### config.mk
export PLATFORM = sky130hd
export DESIGN_NAME = fetch_pc_reg
export DESIGN_NICKNAME = d
export VERILOG_FILES = /design/src/rtl/fetch_pc_reg.sv
export SDC_FILE = /design/constraint.sdc
export NUM_CORES = 1
export LEC_CHECK = 0
export BUFFER_PORTS_ARGS = -buffer_cell sky130_fd_sc_hd__buf_2
export CORE_AREA = 4 4 134 136
export CTS_CLUSTER_SIZE = 40
export DETAILED_ROUTE_END_ITERATION = 10
export DIE_AREA = 0 0 138 140
export HOLD_SLACK_MARGIN = 0.1
export SETUP_SLACK_MARGIN = 0.02
export SLEW_MARGIN = 40
export SYNTH_ARGS = -nofsm -noshare
export SYNTH_HDL_FRONTEND = slang
export SYNTH_SLANG_ARGS = --single-unit
export TNS_END_PERCENT = 30
### constraint.sdc
create_clock -name clk -period 2.3 [get_ports clk]
set_clock_uncertainty 0.05 [all_clocks]
set_input_delay 0.345 -clock clk [delete_from_list [all_inputs] [get_ports clk]]
set_output_delay 0.345 -clock clk [all_outputs]
set_load 0.1 [all_outputs]
### src/rtl/fetch_pc_reg.sv
// Fetch-stage PC/status register for the Y86-64 pipeline: next-PC select,
// stall/bubble/redirect handling, sticky halt and a saturating stall counter.
module fetch_pc_reg #(
    parameter int unsigned              ADDR_W   = 64,
    parameter int unsigned              STAT_W   = 4,
    parameter logic [STAT_W-1:0]        STAT_AOK = 1,
    parameter logic [ADDR_W-1:0]        RESET_PC = '0,
    parameter int unsigned              CNT_W    = 16
) (
    input  logic              clk,
    input  logic              rst_n,
    input  logic              F_stall,
    input  logic              F_bubble,
    input  logic [ADDR_W-1:0] predPC,
    input  logic [STAT_W-1:0] F_stat_in,
    input  logic              M_mispredict,
    input  logic [ADDR_W-1:0] M_valA,
    input  logic              W_ret,
    input  logic [ADDR_W-1:0] W_valM,
    output logic [ADDR_W-1:0] f_pc,
    output logic [ADDR_W-1:0] F_predPC,
    output logic [STAT_W-1:0] f_stat,
    output logic              F_valid,
    output logic              halted,
    output logic [CNT_W-1:0]  stall_cnt
);

    typedef enum logic [0:0] {StRun, StHalt} state_e;

    state_e              r_state, w_state_d;
    logic [ADDR_W-1:0]   r_pred_pc, w_pred_pc_d;
    logic [STAT_W-1:0]   r_stat, w_stat_d;
    logic                r_valid, w_valid_d;
    logic [CNT_W-1:0]    r_cnt, w_cnt_d;
    logic                w_redirect;

    // Misprediction recovery outranks a completing ret.
    assign f_pc       = M_mispredict ? M_valA : (W_ret ? W_valM : r_pred_pc);
    assign w_redirect = M_mispredict | W_ret;

    always_comb begin
        w_state_d   = r_state;
        w_pred_pc_d = r_pred_pc;
        w_stat_d    = r_stat;
        w_valid_d   = r_valid;
        w_cnt_d     = r_cnt;
        unique case (r_state)
            StRun: begin
                if (F_stall) begin
                    if (r_cnt != {CNT_W{1'b1}}) begin
                        w_cnt_d = r_cnt + CNT_W'(1);
                    end
                    // A redirect must land even while F is held.
                    if (w_redirect) begin
                        w_pred_pc_d = f_pc;
                    end
                end else if (F_bubble) begin
                    w_pred_pc_d = f_pc;
                    w_stat_d    = STAT_AOK;
                    w_valid_d   = 1'b0;
                end else begin
                    w_pred_pc_d = predPC;
                    w_stat_d    = F_stat_in;
                    w_valid_d   = 1'b1;
                    if (F_stat_in != STAT_AOK) begin
                        w_state_d = StHalt;
                    end
                end
            end
            StHalt: begin
                w_state_d = StHalt;
            end
            default: begin
                w_state_d = StRun;
            end
        endcase
    end

    always_ff @(posedge clk or negedge rst_n) begin
        if (!rst_n) begin
            r_state   <= StRun;
            r_pred_pc <= RESET_PC;
            r_stat    <= STAT_AOK;
            r_valid   <= 1'b0;
            r_cnt     <= '0;
        end else begin
            r_state   <= w_state_d;
            r_pred_pc <= w_pred_pc_d;
            r_stat    <= w_stat_d;
            r_valid   <= w_valid_d;
            r_cnt     <= w_cnt_d;
        end
    end

    assign F_predPC  = r_pred_pc;
    assign f_stat    = r_stat;
    assign F_valid   = r_valid;
    assign halted    = (r_state == StHalt);
    assign stall_cnt = r_cnt;

endmodule

==> impl_summary.txt, run 1 <==
----------------------------------------------------
[Worst setup path]
  Worst Path Max Fanout ... 16
  Reg-to-reg setup timing slack ... 430 ps
  Category of the worst setup path capture point ... output port
  Cells along the critical path ... buf_4, buf_4, mux2i_1, o21ai_0, buf_2
  CP dominant cell by count ... buf_4
  Max stage delay on crit path ... 480 ps
  Worst Path Class, Setup ... input pin to output port
  Crit path arrival time ... 1630 ps
  Critical path endpoint ... f_pc[8]
  R2r startpoint ... stall_cnt[0]
  Terminus of the critical flop-to-flop path ... stall_cnt[1]
  Worst Setup Start Kind ... input pin
  Crit path max-delay cell type ... buf_2
  Worst r2r path cells ... 5
  Launch point of the worst path ... W_ret
  Required time worst endpoint ... 1900 ps

[Timing]
  Post-route fraction of the period consumed by the critical path ... 88.1%
  Setup violations, final ... 0
  Transition time at the pin with the least slew margin ... 559 ps
  Max-slew headroom ... 62.3%
  FMAX ... 493 MHz
  Setup repair after global routing missed its margin ... false
  Final max-slew violation count ... 0
  Hold Violations, Final ... 0
  Minimum period implied by the final worst setup slack ... 2030 ps
  Worst Slack Setup Final ... 273 ps

[Global routing]
  Grt ovf ... 0
  Global-route wire length before repair ... 32500 microns
  Number of antenna violations at the first check in global routing ... 1
  Via count of the first global-routing pass ... 5853
  Pin count of the biggest net entering global routing ... 75
  Total GRT Usage ... 20.7%

[Final layout]
  Synthesis-to-layout area growth ... 66.5%
  Number of cells in the finished layout apart from fillers ... 1223
  Diodes inserted ... 0
  Fraction of final layout cells with drive strength greater than 1 ... 43.3%
  Most common cell after layout, fill and taps aside ... buf_2
  Final layout net count ... 1196
  Filler Cell Count ... 1641
  Commonest cells after routing, fill and taps aside ... buf_2, nand2_1, dfrtp_1, nor2_1

[Route]
  Remaining DRCs ... 0
  First-iteration detailed-routing DRC count ... 249
  DRT Wirelength ... 20500 microns
  Vias after detailed routing ... 5912
  Number of antenna-violating nets in the routed design ... 0
  Vias per inst ... 4.83
  Wire length per cell ... 16.8 microns
  Total iterations of the first detailed-routing run ... 4

[Floorplan]
  Starting utilization of the core area ... 31.2%
  Area of the core ... 16900 sq um
  Rows ... 48
  Overall die width ... 138 microns
  Full die area ... 19300 sq um
  Die Y ... 140 microns
  Number of top-level design ports ... 352

[Synthesis]
  Flop and latch count out of synthesis ... 86
  Post-synthesis instance area ... 5290 sq um
  Number of standard cells after synthesis ... 665
  Net count after synthesis ... 868
  Number of warning messages in the yosys log ... 0
  Average size of a mapped cell ... 7.95 sq um
  Number of distinct library cells after synthesis ... 32
  Seq/Total Area, Yosys ... 40.7%

[Clock tree]
  CTS clock-pin slew for the worst setup and hold paths ... 70 ps
  Clock latency at the later pin of the worst-skew pair ... 340 ps
  Clock Tree Buf Depth ... 2
  Number of clock sinks seen by CTS ... 86
  CTS-repair resized insts ... 0
  CTS Root Buffer Type ... clkbuf_16
  Number of clock buffers inserted by TritonCTS ... 9
  Number of H-tree branching levels ... 3
  CTS tree ... done

[Job]
  Max-Cap Viols ... 0

[Placed design]
  Last weighted congestion value of the routability-driven placer ... 0.894
  Detailed placer's ending HPWL ... 16100 microns
  Post-placement worst setup slack ... 292 ps
  Placed insts ... 1206
  Port Buf Inserts ... 351

[Status]
  Run status ... completed

[Power and ir drop]
  Pwr/cell area ... 1250 nW/um^2
  Maximum VDD drop ... 0.682 mV
  Leakage ... 4.29 nW

[Worst hold path]
  Min-delay worst type ... input pin to flop

----------------------------------------------------
==> through the flow <==
step                      setup TNS, ps  instance area (sq um)  hold slack [ps]  utilization (%)  power [mW]
after floorplan                  -70290                   5720           -0.591                -        7.94
after global placement                0                   8490              247             50.1        9.55
after detailed placement              0                   8490              246             50.1        9.60
after CTS                             0                   8810              180             52.0        11.1
after global routing                  0                   8810              198             52.0        11.5
final                                 0                   8810              194             52.0        11.0
==> how the worst min path moves through the flow <==
stage / startpoint / endpoint / slack [ps] / depth (start not counted)
CTS: predPC[18] / F_predPC[18] / 180 / 3
finish: F_stat_in[0] / f_stat[0] / 190 / 3
global route: predPC[25] / F_predPC[25] / 200 / 3
floorplan: rst_n / F_predPC[0] / -0.6 / 0
detailed placement: rst_n / F_predPC[3] / 250 / 1
global placement: rst_n / F_predPC[62] / 250 / 1
==> registers in the layout (all words and copies together) (netlist names) <==
signal / cells
F_predPC: 64
F_valid: 1
f_stat: 4
halted: 1
stall_cnt: 16
==> critical path, delay by kind of cell <==
family,cells,cell delay [ps]
AO/OA/AOI/OAI,1,250
multiplexers,1,120
buffers and inverters,3,900
==> logic make-up after synthesis <==
group           share of synthesized area [%]
fa+ha+maj                               0.237
mux                                      12.4
flops                                    40.7
buf+inv                                  4.94
simple gates                             24.9
xor+xnor                                 2.15
compound gates                           14.6
==> power breakdown <==
group	internal, mW	switching, mW
sequential	1.97	0.403
combinational	1.47	5.69
clock	0.877	0.627
==> routing by layer <==
metal  share of wire [%]  track usage [%]
met1                  42             25.5
met2                  50             36.0
met3                 6.3             4.88
met4                 1.9             6.03
met5               0.078                0
==> timing repair <==
item | CTS | global route
hold buffers | 1 | 0
buffers inserted | 0 | 0
endpoints found under the hold margin | 26 | 0
==> cell usage after synthesis, drive strengths merged <==
cell	count	area (sq um)
nor3	4	20.0
and4	3	26.3
and3	5	31.3
mux2i	64	641
mux2	1	15.0
nand2	201	754
nor3b	1	7.51
or2	2	12.5
nor2	72	273
nor4b	3	41.3
nand3	9	50.1
xnor2	6	52.6
a21oi	4	20.0
xor2	7	61.3
nand2b	4	25.0
clkbuf	23	86.3
buf	27	175
o21ai	69	345
dfrtp	85	2130
o21bai	1	7.51
nor4	2	27.5
ha	1	12.5
nand4	6	50.0
dfstp	1	26.3
a31oi	64	400
==> cell type report <==
class / instances / area, sq um / area share [%]
Clock inverter: 6 / 71.3 / 0.810
Timing Repair Buffer: 367 / 2740 / 31.1
Multi-Input combinational cell: 529 / 3320 / 37.7
Tap cell: 225 / 282 / 3.20
Clock buffer: 10 / 239 / 2.71
Sequential cell: 86 / 2150 / 24.4
Power figures use the tool's default switching activity.
==> run 2: changes to the inputs <==
--- a/config.mk
+++ b/config.mk
@@ -11,6 +11,7 @@
 export DETAILED_ROUTE_END_ITERATION = 10
 export DIE_AREA = 0 0 138 140
 export HOLD_SLACK_MARGIN = 0.1
+export RECOVER_POWER = 100
 export SETUP_SLACK_MARGIN = 0.02
 export SLEW_MARGIN = 40
 export SYNTH_ARGS = -nofsm -noshare
==> run 2 against run 1 <==
The run now ends with max-capacitance violations, max-slew violations left. Cell count is the same. Total power shrank 2.2%. Die area is the same. Combinational power shrank 3.6%. Sequential share of layout area grew 1.0 points. Sequential power is essentially flat. Setup slack lost 110 ps. Critical path type unchanged. Largest cell class unchanged.
==> impl_summary.txt, run 2 (synthesized netlist as in run 1, its figures left out) <==
----------------------------------------------------
[Timing]
  Minimum period implied by the final worst setup slack ... 2140 ps (was 2030 ps)
  Transition time at the pin with the least slew margin ... 1500 ps (was 559 ps)
  Final max-slew violation count ... 65 (was 0)
  FMAX ... 468 MHz (was 493 MHz)
  Setup violations, final ... 0 (unchanged)
  Max-slew headroom ... -0.164% (was 62.3%)
  Worst Slack Setup Final ... 162 ps (was 273 ps)
  Post-route worst hold slack ... 194 ps (about the same)
  Setup repair after global routing missed its margin ... false (unchanged)
  Post-route fraction of the period consumed by the critical path ... 93.0% (was 88.1%)
  Hold Violations, Final ... 0 (unchanged)

[Power and ir drop]
  Leakage ... 4.00 nW (was 4.29 nW)
  Relative contribution of combinational cells to total power ... 63.9% (was 64.9%)
  Maximum VDD drop ... 0.670 mV (was 0.682 mV)
  Share of total power in sequential cells ... 22.1% (was 21.5%)
  Int Pwr ... 4.08 mW (was 4.32 mW)
  Clk network pwr share ... 13.9% (was 13.6%)
  Net Sw Power ... 6.71 mW (was 6.72 mW)
  Pwr/cell area ... 1280 nW/um^2 (was 1250 nW/um^2)
  Fraction of power spent switching nets ... 62.2% (was 60.9%)

[Final layout]
  Diodes inserted ... 0 (unchanged)
  Final cell utilization of the core ... 49.9% (was 52.0%)
  Number of flip-flops under the largest register name ... 64 (unchanged)
  Final instance area ... 8450 sq um (was 8810 sq um)
  Fraction of final layout cells with drive strength greater than 1 ... 36.6% (was 43.3%)
  Commonest cells after routing, fill and taps aside ... nand2_1, buf_2, dfrtp_1, nor2_1, clkbuf_1 (was buf_2, nand2_1, dfrtp_1, nor2_1)
  Final layout net count ... 1196 (unchanged)
  Filler Cell Count ... 1693 (was 1641)
  Synthesis-to-layout area growth ... 59.9% (was 66.5%)

[Clock tree]
  CTS-repair resized insts ... 0 (unchanged)
  CTS Root Buffer Type ... clkbuf_16 (unchanged)
  Number of clock sinks seen by CTS ... 86 (unchanged)
  Number of H-tree branching levels ... 3 (unchanged)
  Clock latency at the later pin of the worst-skew pair ... 340 ps (about the same)
  CTS tree ... done (unchanged)
  Number of clock buffers inserted by TritonCTS ... 9 (unchanged)
  Clock Tree Buf Depth ... 2 (unchanged)
  CTS clock-pin slew for the worst setup and hold paths ... 70 ps (about the same)
  Post-CTS setup buffers ... 0 (unchanged)

[Floorplan]
  Overall die width ... 138 microns (unchanged)
  Rows ... 48 (unchanged)
  Number of top-level design ports ... 352 (unchanged)
  Area of the core ... 16900 sq um (unchanged)
  Starting utilization of the core area ... 31.2% (unchanged)
  Full die area ... 19300 sq um (unchanged)
  Die Y ... 140 microns (unchanged)

[Worst setup path]
  Worst r2r path cells ... 5 (unchanged)
  Worst Setup Start Kind ... input pin (unchanged)
  Required time worst endpoint ... 1900 ps (about the same)
  R2r startpoint ... stall_cnt[1] (was stall_cnt[0])
  Reg-to-reg setup timing slack ... 260 ps (was 430 ps)
  Worst Path Class, Setup ... input pin to output port (unchanged)
  Terminus of the critical flop-to-flop path ... stall_cnt[1] (unchanged)
  Worst Path Max Fanout ... 41 (was 16)
  Category of the worst setup path capture point ... output port (unchanged)
  Crit path arrival time ... 1740 ps (was 1630 ps)

[Placed design]
  Detailed placer's ending HPWL ... 16100 microns (unchanged)
  Placed cell area ... 8490 sq um (unchanged)
  Last weighted congestion value of the routability-driven placer ... 0.894 (unchanged)
  Post-placement worst setup slack ... 292 ps (unchanged)
  Port Buf Inserts ... 351 (unchanged)

[Route]
  Wire length per cell ... 16.8 microns (about the same)
  Vias per inst ... 4.84 (was 4.83)
  Remaining DRCs ... 0 (unchanged)
  Total iterations of the first detailed-routing run ... 5 (was 4)
  DRT Wirelength ... 20600 microns (was 20500 microns)
  Number of antenna-violating nets in the routed design ... 0 (unchanged)
  Vias after detailed routing ... 5919 (was 5912)
  First-iteration detailed-routing DRC count ... 271 (was 249)

[Global routing]
  Pin count of the biggest net entering global routing ... 75 (unchanged)
  Total GRT Usage ... 20.7% (unchanged)
  Grt ovf ... 0 (unchanged)
  Global-route wire length before repair ... 32500 microns (unchanged)
  Number of antenna violations at the first check in global routing ... 1 (unchanged)
  Via count of the first global-routing pass ... 5853 (unchanged)

[Status]
  Run status ... finished with violations (was completed)
  Violated checks ... max-capacitance violations, max-slew violations

[Worst hold path]
  Hold Crit Endpoint ... f_stat[0] (unchanged)
  Hold path start ... F_stat_in[0] (unchanged)
  Min-delay worst type ... input pin to flop (unchanged)
  Instance count along the most critical hold path ... 3 (unchanged)

[Job]
  Max-Cap Viols ... 1 (was 0)

----------------------------------------------------
==> run 2: cell count changes in the layout (fill, tap and decap cells not counted), sizes merged <==
cell	delta
buf	-117
clkbuf	+117
==> run 2: final cells by class <==
cell class	instances	area, sq um	share of cell area (%)
clock buffers	10	239	2.83
repair buffers	367	2410	28.5
flip-flops and latches	86	2150	25.5
clock inverters	6	71.3	0.844
multi-input cells	529	3300	39.1
well taps	225	282	3.33
==> run 2: timing repair <==
item	in CTS	in global routing
hold buffers	1	0
endpoints found under the hold margin	26	0
setup endpoints to repair	0	0
==> run 2: power by group through the flow <==
stage | clock network, mW | logic, mW | registers (mW)
floorplan | 0 | 2.31 | 5.63
global placement | 0 | 7.16 | 2.39
detailed placement | 0 | 7.20 | 2.40
CTS | 1.55 | 7.20 | 2.38
global route | 1.61 | 7.14 | 2.46
finish | 1.50 | 6.90 | 2.39
==> run 2: worst max path at each step <==
| stage | startpoint | to | slack [ps] | cells past startpoint |
|---|---|---|---|---|
| global placement | W_ret | f_pc[9] | 310 | 5 |
| CTS | W_ret | f_pc[8] | 290 | 5 |
| finish | M_mispredict | f_pc[51] | 160 | 5 |
| detailed placement | W_ret | f_pc[9] | 290 | 5 |
| floorplan | F_predPC[44] | F_predPC[44] | -1420 | 4 |
| global route | M_mispredict | f_pc[42] | 80 | 5 |
==> run 2: per-layer routing <==
metal / up-vias / wire length [microns] / global-route usage, % / share of wire, %
li1: 2956 / - / - / -
met3: 25 / 1360 / 4.88 / 6.6
met4: 2 / 356 / 6.03 / 1.7
met5: - / 18 / 0 / 0.087
met1: 2718 / 8540 / 25.5 / 41
met2: 218 / 10300 / 36.0 / 50
==> run 2: worst max-delay path: stages <==
cell,delay (ps)
buf_6,360
buf_12,280
nand2_1,70
o21ai_0,120
clkbuf_2,510
==> run 2: per-stage QoR <==
| step | power (mW) | cells | setup TNS [ps] |
|---|---|---|---|
| 3_3_place_gp | 9.55 | 1206 | 0 |
| 4_1_cts | 11.1 | 1223 | 0 |
| 6_report | 10.8 | 1223 | 0 |
| 3_5_place_dp | 9.60 | 1206 | 0 |
| 2_1_floorplan | 7.94 | 665 | -70290 |
| 5_1_grt | 11.2 | 1223 | 0 |
